==> config.mk <==
export PLATFORM = sky130hd
export DESIGN_NAME = pwm_dac
export DESIGN_NICKNAME = d
export VERILOG_FILES = /design/src/rtl/pwm_dac.sv
export SDC_FILE = /design/constraint.sdc
export NUM_CORES = 1
export LEC_CHECK = 0
export BUFFER_PORTS_ARGS = -buffer_cell sky130_fd_sc_hd__buf_2
export CORE_MARGIN = 10
export CORE_UTILIZATION = 40
export CTS_CLUSTER_SIZE = 40
export DETAILED_ROUTE_END_ITERATION = 8
export GPL_TIMING_DRIVEN = 0
export PLACE_DENSITY_LB_ADDON = 0.3
export SYNTH_ARGS = -nofsm -noshare
export SYNTH_HDL_FRONTEND = slang
export SYNTH_SLANG_ARGS = --single-unit
==> constraint.sdc <==
create_clock -name clk -period 2.8 [get_ports clk]
set_input_delay 0.28 -clock clk [delete_from_list [all_inputs] [get_ports clk]]
set_output_delay 0.28 -clock clk [all_outputs]
set_load 0.02 [all_outputs]
==> src/rtl/pwm_dac.sv <==
// 8-bit PWM audio DAC with a one-deep sample holding register.
// Duty is swapped in from the holding register only at frame boundaries.
module pwm_dac #(
  parameter int unsigned PRESCALE = 1
) (
  input  logic       clk,
  input  logic       nRst,
  input  logic       enable,
  input  logic [7:0] sample,
  input  logic       sample_valid,
  output logic       sample_ready,
  output logic       pwm_out,
  output logic       frame_start,
  output logic       underrun
);

  localparam logic [9:0] PreMax = 10'(PRESCALE - 1);

  logic [9:0] r_pre;
  logic [7:0] r_cnt;
  logic [7:0] r_duty;
  logic [7:0] r_hold;
  logic       r_hold_full;
  logic       r_en_q;
  logic       r_frame_start;
  logic       r_underrun;

  logic       w_tick;
  logic       w_boundary;
  logic       w_accept;
  logic       w_en_rise;
  logic [9:0] w_pre_d;
  logic [7:0] w_cnt_d;

  assign w_tick     = enable && (r_pre == PreMax);
  assign w_boundary = w_tick && (r_cnt == 8'hFF);
  assign w_accept   = sample_valid && !r_hold_full;
  assign w_en_rise  = enable && !r_en_q;

  always_comb begin
    w_pre_d = r_pre;
    w_cnt_d = r_cnt;
    if (!enable) begin
      w_pre_d = '0;
      w_cnt_d = '0;
    end else if (w_tick) begin
      w_pre_d = '0;
      w_cnt_d = r_cnt + 8'd1;
    end else begin
      w_pre_d = r_pre + 10'd1;
    end
  end

  always_ff @(posedge clk or negedge nRst) begin
    if (!nRst) begin
      r_pre         <= '0;
      r_cnt         <= '0;
      r_duty        <= '0;
      r_hold        <= '0;
      r_hold_full   <= 1'b0;
      r_en_q        <= 1'b0;
      r_frame_start <= 1'b0;
      r_underrun    <= 1'b0;
    end else begin
      r_pre         <= w_pre_d;
      r_cnt         <= w_cnt_d;
      r_en_q        <= enable;
      r_frame_start <= w_boundary || w_en_rise;
      r_underrun    <= w_boundary && !r_hold_full;
      if (w_boundary && r_hold_full) begin
        r_duty <= r_hold;
      end
      // An accept can only happen with hold empty, so it never races the duty swap.
      if (w_accept) begin
        r_hold      <= sample;
        r_hold_full <= 1'b1;
      end else if (w_boundary) begin
        r_hold_full <= 1'b0;
      end
    end
  end

  assign sample_ready = !r_hold_full;
  assign pwm_out      = enable && (r_cnt < r_duty);
  assign frame_start  = r_frame_start;
  assign underrun     = r_underrun;

endmodule

### Yosys cells after proc, flatten, opt, wreduce, memory -nomap -nowiden

Index checks and enable logic that the tools add are counted.

* logic and storage cells: 31
* input port bits: 12
* flip-flop bits (word level): 38
* output and inout port bits: 4

* eq/ne operators: 2
* add/sub/neg operators: 2
* reductions and logical operators: 12
* $lt $le $gt $ge: 1
* muxes and demuxes: 6

Operator list (number)
* 2-to-1 mux 10 bit: 2
* 2-to-1 mux 8 bit: 2
* adder 10 x 1 -> 10 bit (second input constant): 1
* logical NOT 10 bit: 1
* adder 8 x 1 -> 8 bit (second input constant): 1
* == test 8 bit (second input constant): 1
* < comparator 8 bit: 1
* logical AND 1 bit: 7
* logical NOT 1 bit: 2
* 2-to-1 mux 1 bit: 2
* != test 2 x 1 -> 1 bit (second input constant): 1
* nonzero test 2 bit: 1
* logical OR 1 bit: 1

### Depth between registers and ports, before layout

* depth in word-level cells: 5
* mapped depth: 7
* depth with buffers taken out: 6

### Worst setup path after synthesis

OpenSTA, ideal clock, no wires.

* path kind: register -> register
* from: register r_pre[0]
* to: register r_duty[0]
* buffers on the path: 1
* library setup time: 0.125 ns
* required time: 2.675 ns
* path slack: 0.852 ns
* period minus slack after synthesis: 1.948 ns
* stages on the path, launching flop included: 8
* data arrival time: 1.823 ns
* path through: dfrtp_1 inv_1 ha_1 nor3b_2 nand3_4 or3_1 buf_6 mux2_4

* cells in the longest elaborated chain, start to end: 4

RTL lines
* start: declaration: line 19 `logic [9:0] r_pre;`
* start signal: assignment: line 65 `r_pre <= w_pre_d;`
* logical NOT 10 bit: line 35 `assign w_tick = enable && (r_pre == PreMax);`
* logical AND 1 bit: line 35
* logical AND 1 bit: line 36 `assign w_boundary = w_tick && (r_cnt == 8'hFF);`
* logical AND 1 bit: line 70 `if (w_boundary && r_hold_full) begin`
* end signal: assignment: line 71 `r_duty <= r_hold;`
* end: declaration: line 21 `logic [7:0] r_duty;`

Every way passes these cells.
A chain may end at the register's enable or synchronous reset.

### Worst setup path after layout

* from: register r_cnt[3]
* to: output pwm_out

* cells in the longest elaborated chain, start to end: 2

RTL lines
* start: declaration: line 20 `logic [7:0] r_cnt;`
* start signal: assignment: line 66 `r_cnt <= w_cnt_d;`
* < comparator 8 bit: line 84 `assign pwm_out = enable && (r_cnt < r_duty);`
* logical AND 1 bit: line 84
* end: declaration: line 12 `output logic pwm_out,`

Every way passes these cells.

==> results.sh <==
export IMPL_syn_cell_area_um2=1854
export IMPL_final_common_cell="dfrtp_1"
export IMPL_syn_inst=160
export IMPL_p_leak_nw=0.9568
export IMPL_n_antenna_cell=0
export IMPL_fin_worst_skew_ps=6.783
export IMPL_cp_required_ps=2520
export IMPL_areaGrowthSynthToFinish_pct=12.01
export IMPL_clkSlewWorstSetupHoldPaths_ps=70
export IMPL_synthTopCellsByArea="dfrtp_1, ha_1, mux2_4, mux2_2, nor2_1"
export IMPL_vias_per_cell=5.215
export IMPL_path_cells="ha_1 > or3_1 > a211oi_1 > o21a_1 > buf_2"
export IMPL_cts_buffer_depth=2
export IMPL_hp_class="primary input to async pin"
export IMPL_fp_dieH_um=88.09
export IMPL_finalCoreUtilization_pct=47.05
export IMPL_drv_slew=0
export IMPL_p_per_area_nw_per_um2=479.1
export IMPL_worstMarginPinSlew_ps=807.0
export IMPL_clkSinkCount=38
export IMPL_dp_hpwl_um=2442
export IMPL_clkLatencyLatePin_ps=280
export IMPL_place_ws_ps=691.5
export IMPL_finalCriticalPeriod_ps=2177
export IMPL_antenna_found_initial=0
export IMPL_via_count=1215
export IMPL_multi_input_area_um2=835.8
export IMPL_hold_violations=0
export IMPL_maxCapViolations=0
export IMPL_fin_area_um2=2077
export IMPL_n_fill_cell=413
export IMPL_hold_buffers=0
export IMPL_r2r_cells=7
export IMPL_routabilityCongestion=0.7802
export IMPL_io_pins=16
export IMPL_synth_top_area_share_pct=51.28
export IMPL_grt_overflow=0
export IMPL_dr_pass1_iters=4
export IMPL_r2r_slack_ps=670
export IMPL_synth_warning_count=0
export IMPL_fmax_mhz=459.5
export IMPL_cpPeakStageDelay_ps=440
export IMPL_grt_pass1_vias=1336
export IMPL_worstSetupPathType="flip-flop to primary output"
export IMPL_startpoint="r_cnt[3]"
export IMPL_slew_headroom_pct=46.20
export IMPL_slowest_stage="dfrtp_1"
export IMPL_syn_avg_cell_area_um2=11.59
export IMPL_final_setup_tns_ps=0
export IMPL_initial_core_util_pct=42.01
export IMPL_postCtsSetupBuffers=0
export IMPL_synth_cell_types=33
export IMPL_die_w_um=88.09
export IMPL_layout_common_cells="dfrtp_1, nor2_1, buf_2"
export IMPL_finalSetupViolCount=0
export IMPL_numCtsBuffers=5
export IMPL_antenna_left=0
export IMPL_startpoint_type="flip-flop"
export IMPL_rsz0062_at_grt="no"
export IMPL_wire_per_inst_um=13.66
export IMPL_finalCritPeriodShare_pct=77.73
export IMPL_track_usage_pct=9.322
export IMPL_cp_max_fo=5
export IMPL_synth_nets=182
export IMPL_nets=204
export IMPL_vdd_drop_max_mv=0.3541
export IMPL_cts_tree="done"
export IMPL_grt_max_degree=39
export IMPL_rows=24
export IMPL_cts_root_buf="clkbuf_8"
export IMPL_worstPathArrival_ps=1900
export IMPL_worst_slack_ps=623.5
export IMPL_drive_gt1_share_pct=23.20
export IMPL_grt_pass1_wl_um=5892
export IMPL_core_um2=4414
export IMPL_status="finished, final reports clean"
export IMPL_r2r_end="r_duty[2]"
export IMPL_drt_total_wl_um=3183
export IMPL_drc=0
export IMPL_seqCellArea_um2=950.9
export IMPL_yosysSeqAreaShare_pct=51.28
export IMPL_htreeDepth=2
export IMPL_yosysTopAreaCell="dfrtp_1"
export IMPL_port_buffers=15
export IMPL_placed_area_um2=1994
export IMPL_cts_resized=0
export IMPL_die_area_um2=7759
export IMPL_ys_ff_latch=38
export IMPL_drt_iter0_drc=55
export IMPL_crit_path_end_kind="primary output"
export IMPL_r2r_start="r_pre[0]"
[routing by layer]
metal  global-route usage (%)  wire, um
met1                    10.42      1396
met2                    15.61      1614
met3                    3.714       135
met4                    3.566        36
met5                        0         0
[metrics by stage]
stage / hold WS [ps] / std cells / total power [mW]
after floorplan: -15.59 / 160 / 0.6165
after global placement: 412.9 / 227 / 0.6425
after detailed placement: 430.6 / 227 / 0.6468
after CTS: 117.3 / 233 / 1.012
after global routing: 152.9 / 233 / 1.047
final: 89.57 / 233 / 0.9950
[layout make-up]
type                    instances  area share [%]
repair buffers                 15           3.614
well taps                      52           3.133
inverters                      14           2.530
flip-flops and latches         38           45.78
multi-input cells             106           40.24
clock buffers                   6           3.976
plain buffers                   2          0.7229
[critical path: cells and delay by family (launching register included)]
family / cells / cell delay [ps]
AOI/OAI and AO/OA: 2 / 410
DFF: 1 / 440
buffers and inverters: 1 / 160
adders and majority gates: 1 / 220
and+or+nand+nor: 1 / 390
[Yosys cell counts]
| library cell | count |
|---|---|
| a211oi_1 | 2 |
| a21o_1 | 1 |
| a21oi_1 | 2 |
| and3_1 | 2 |
| buf_6 | 1 |
| clkbuf_1 | 1 |
| clkinv_1 | 1 |
| dfrtp_1 | 38 |
| ha_1 | 10 |
| inv_1 | 13 |
| mux2_2 | 8 |
| mux2_4 | 8 |
| mux2i_1 | 2 |
| nand2_1 | 7 |
| nand2b_1 | 3 |
| nand3_1 | 6 |
| nand3_4 | 1 |
| nand4_1 | 4 |
| nor2_1 | 18 |
| nor2b_1 | 1 |
| nor3_1 | 2 |
| nor3b_2 | 1 |
| nor4_1 | 1 |
| nor4_4 | 1 |
| o2111ai_1 | 1 |
| o211ai_1 | 1 |
| o21a_1 | 2 |
| o21ai_0 | 4 |
| or2_2 | 1 |
| or3_1 | 4 |
| or4_1 | 2 |
| xnor2_1 | 6 |
| xor2_1 | 5 |
[power breakdown]
part	internal, mW	switching (mW)	total, mW
Clock	0.190	0.172	0.362
Combinational	0.0263	0.0289	0.0553
Sequential	0.567	0.0109	0.578
[flip-flops by register name, indices dropped and copies added (netlist names)]
name / flops
r_pre: 10
r_cnt: 8
r_duty: 8
r_hold: 8
frame_start: 1
r_en_q: 1
r_hold_full: 1
underrun: 1
[cells by family after synthesis]
logic type,synth area share [%]
adder cells (fa/ha/maj),6.748
multiplexers,12.42
AO/OA/AOI/OAI,4.521
flip-flops,51.28
AND/OR/NAND/NOR,16.19
buffers and inverters,3.643
XOR/XNOR,5.196
[how the worst max path moves through the flow]
stage                     end  slack, ps
floorplan           r_duty[0]        850
global placement    r_duty[7]        710
detailed placement  r_duty[2]        690
CTS                   pwm_out        610
global route          pwm_out        490
finish                pwm_out        620
No activity file was read; power rests on OpenSTA's default activity.
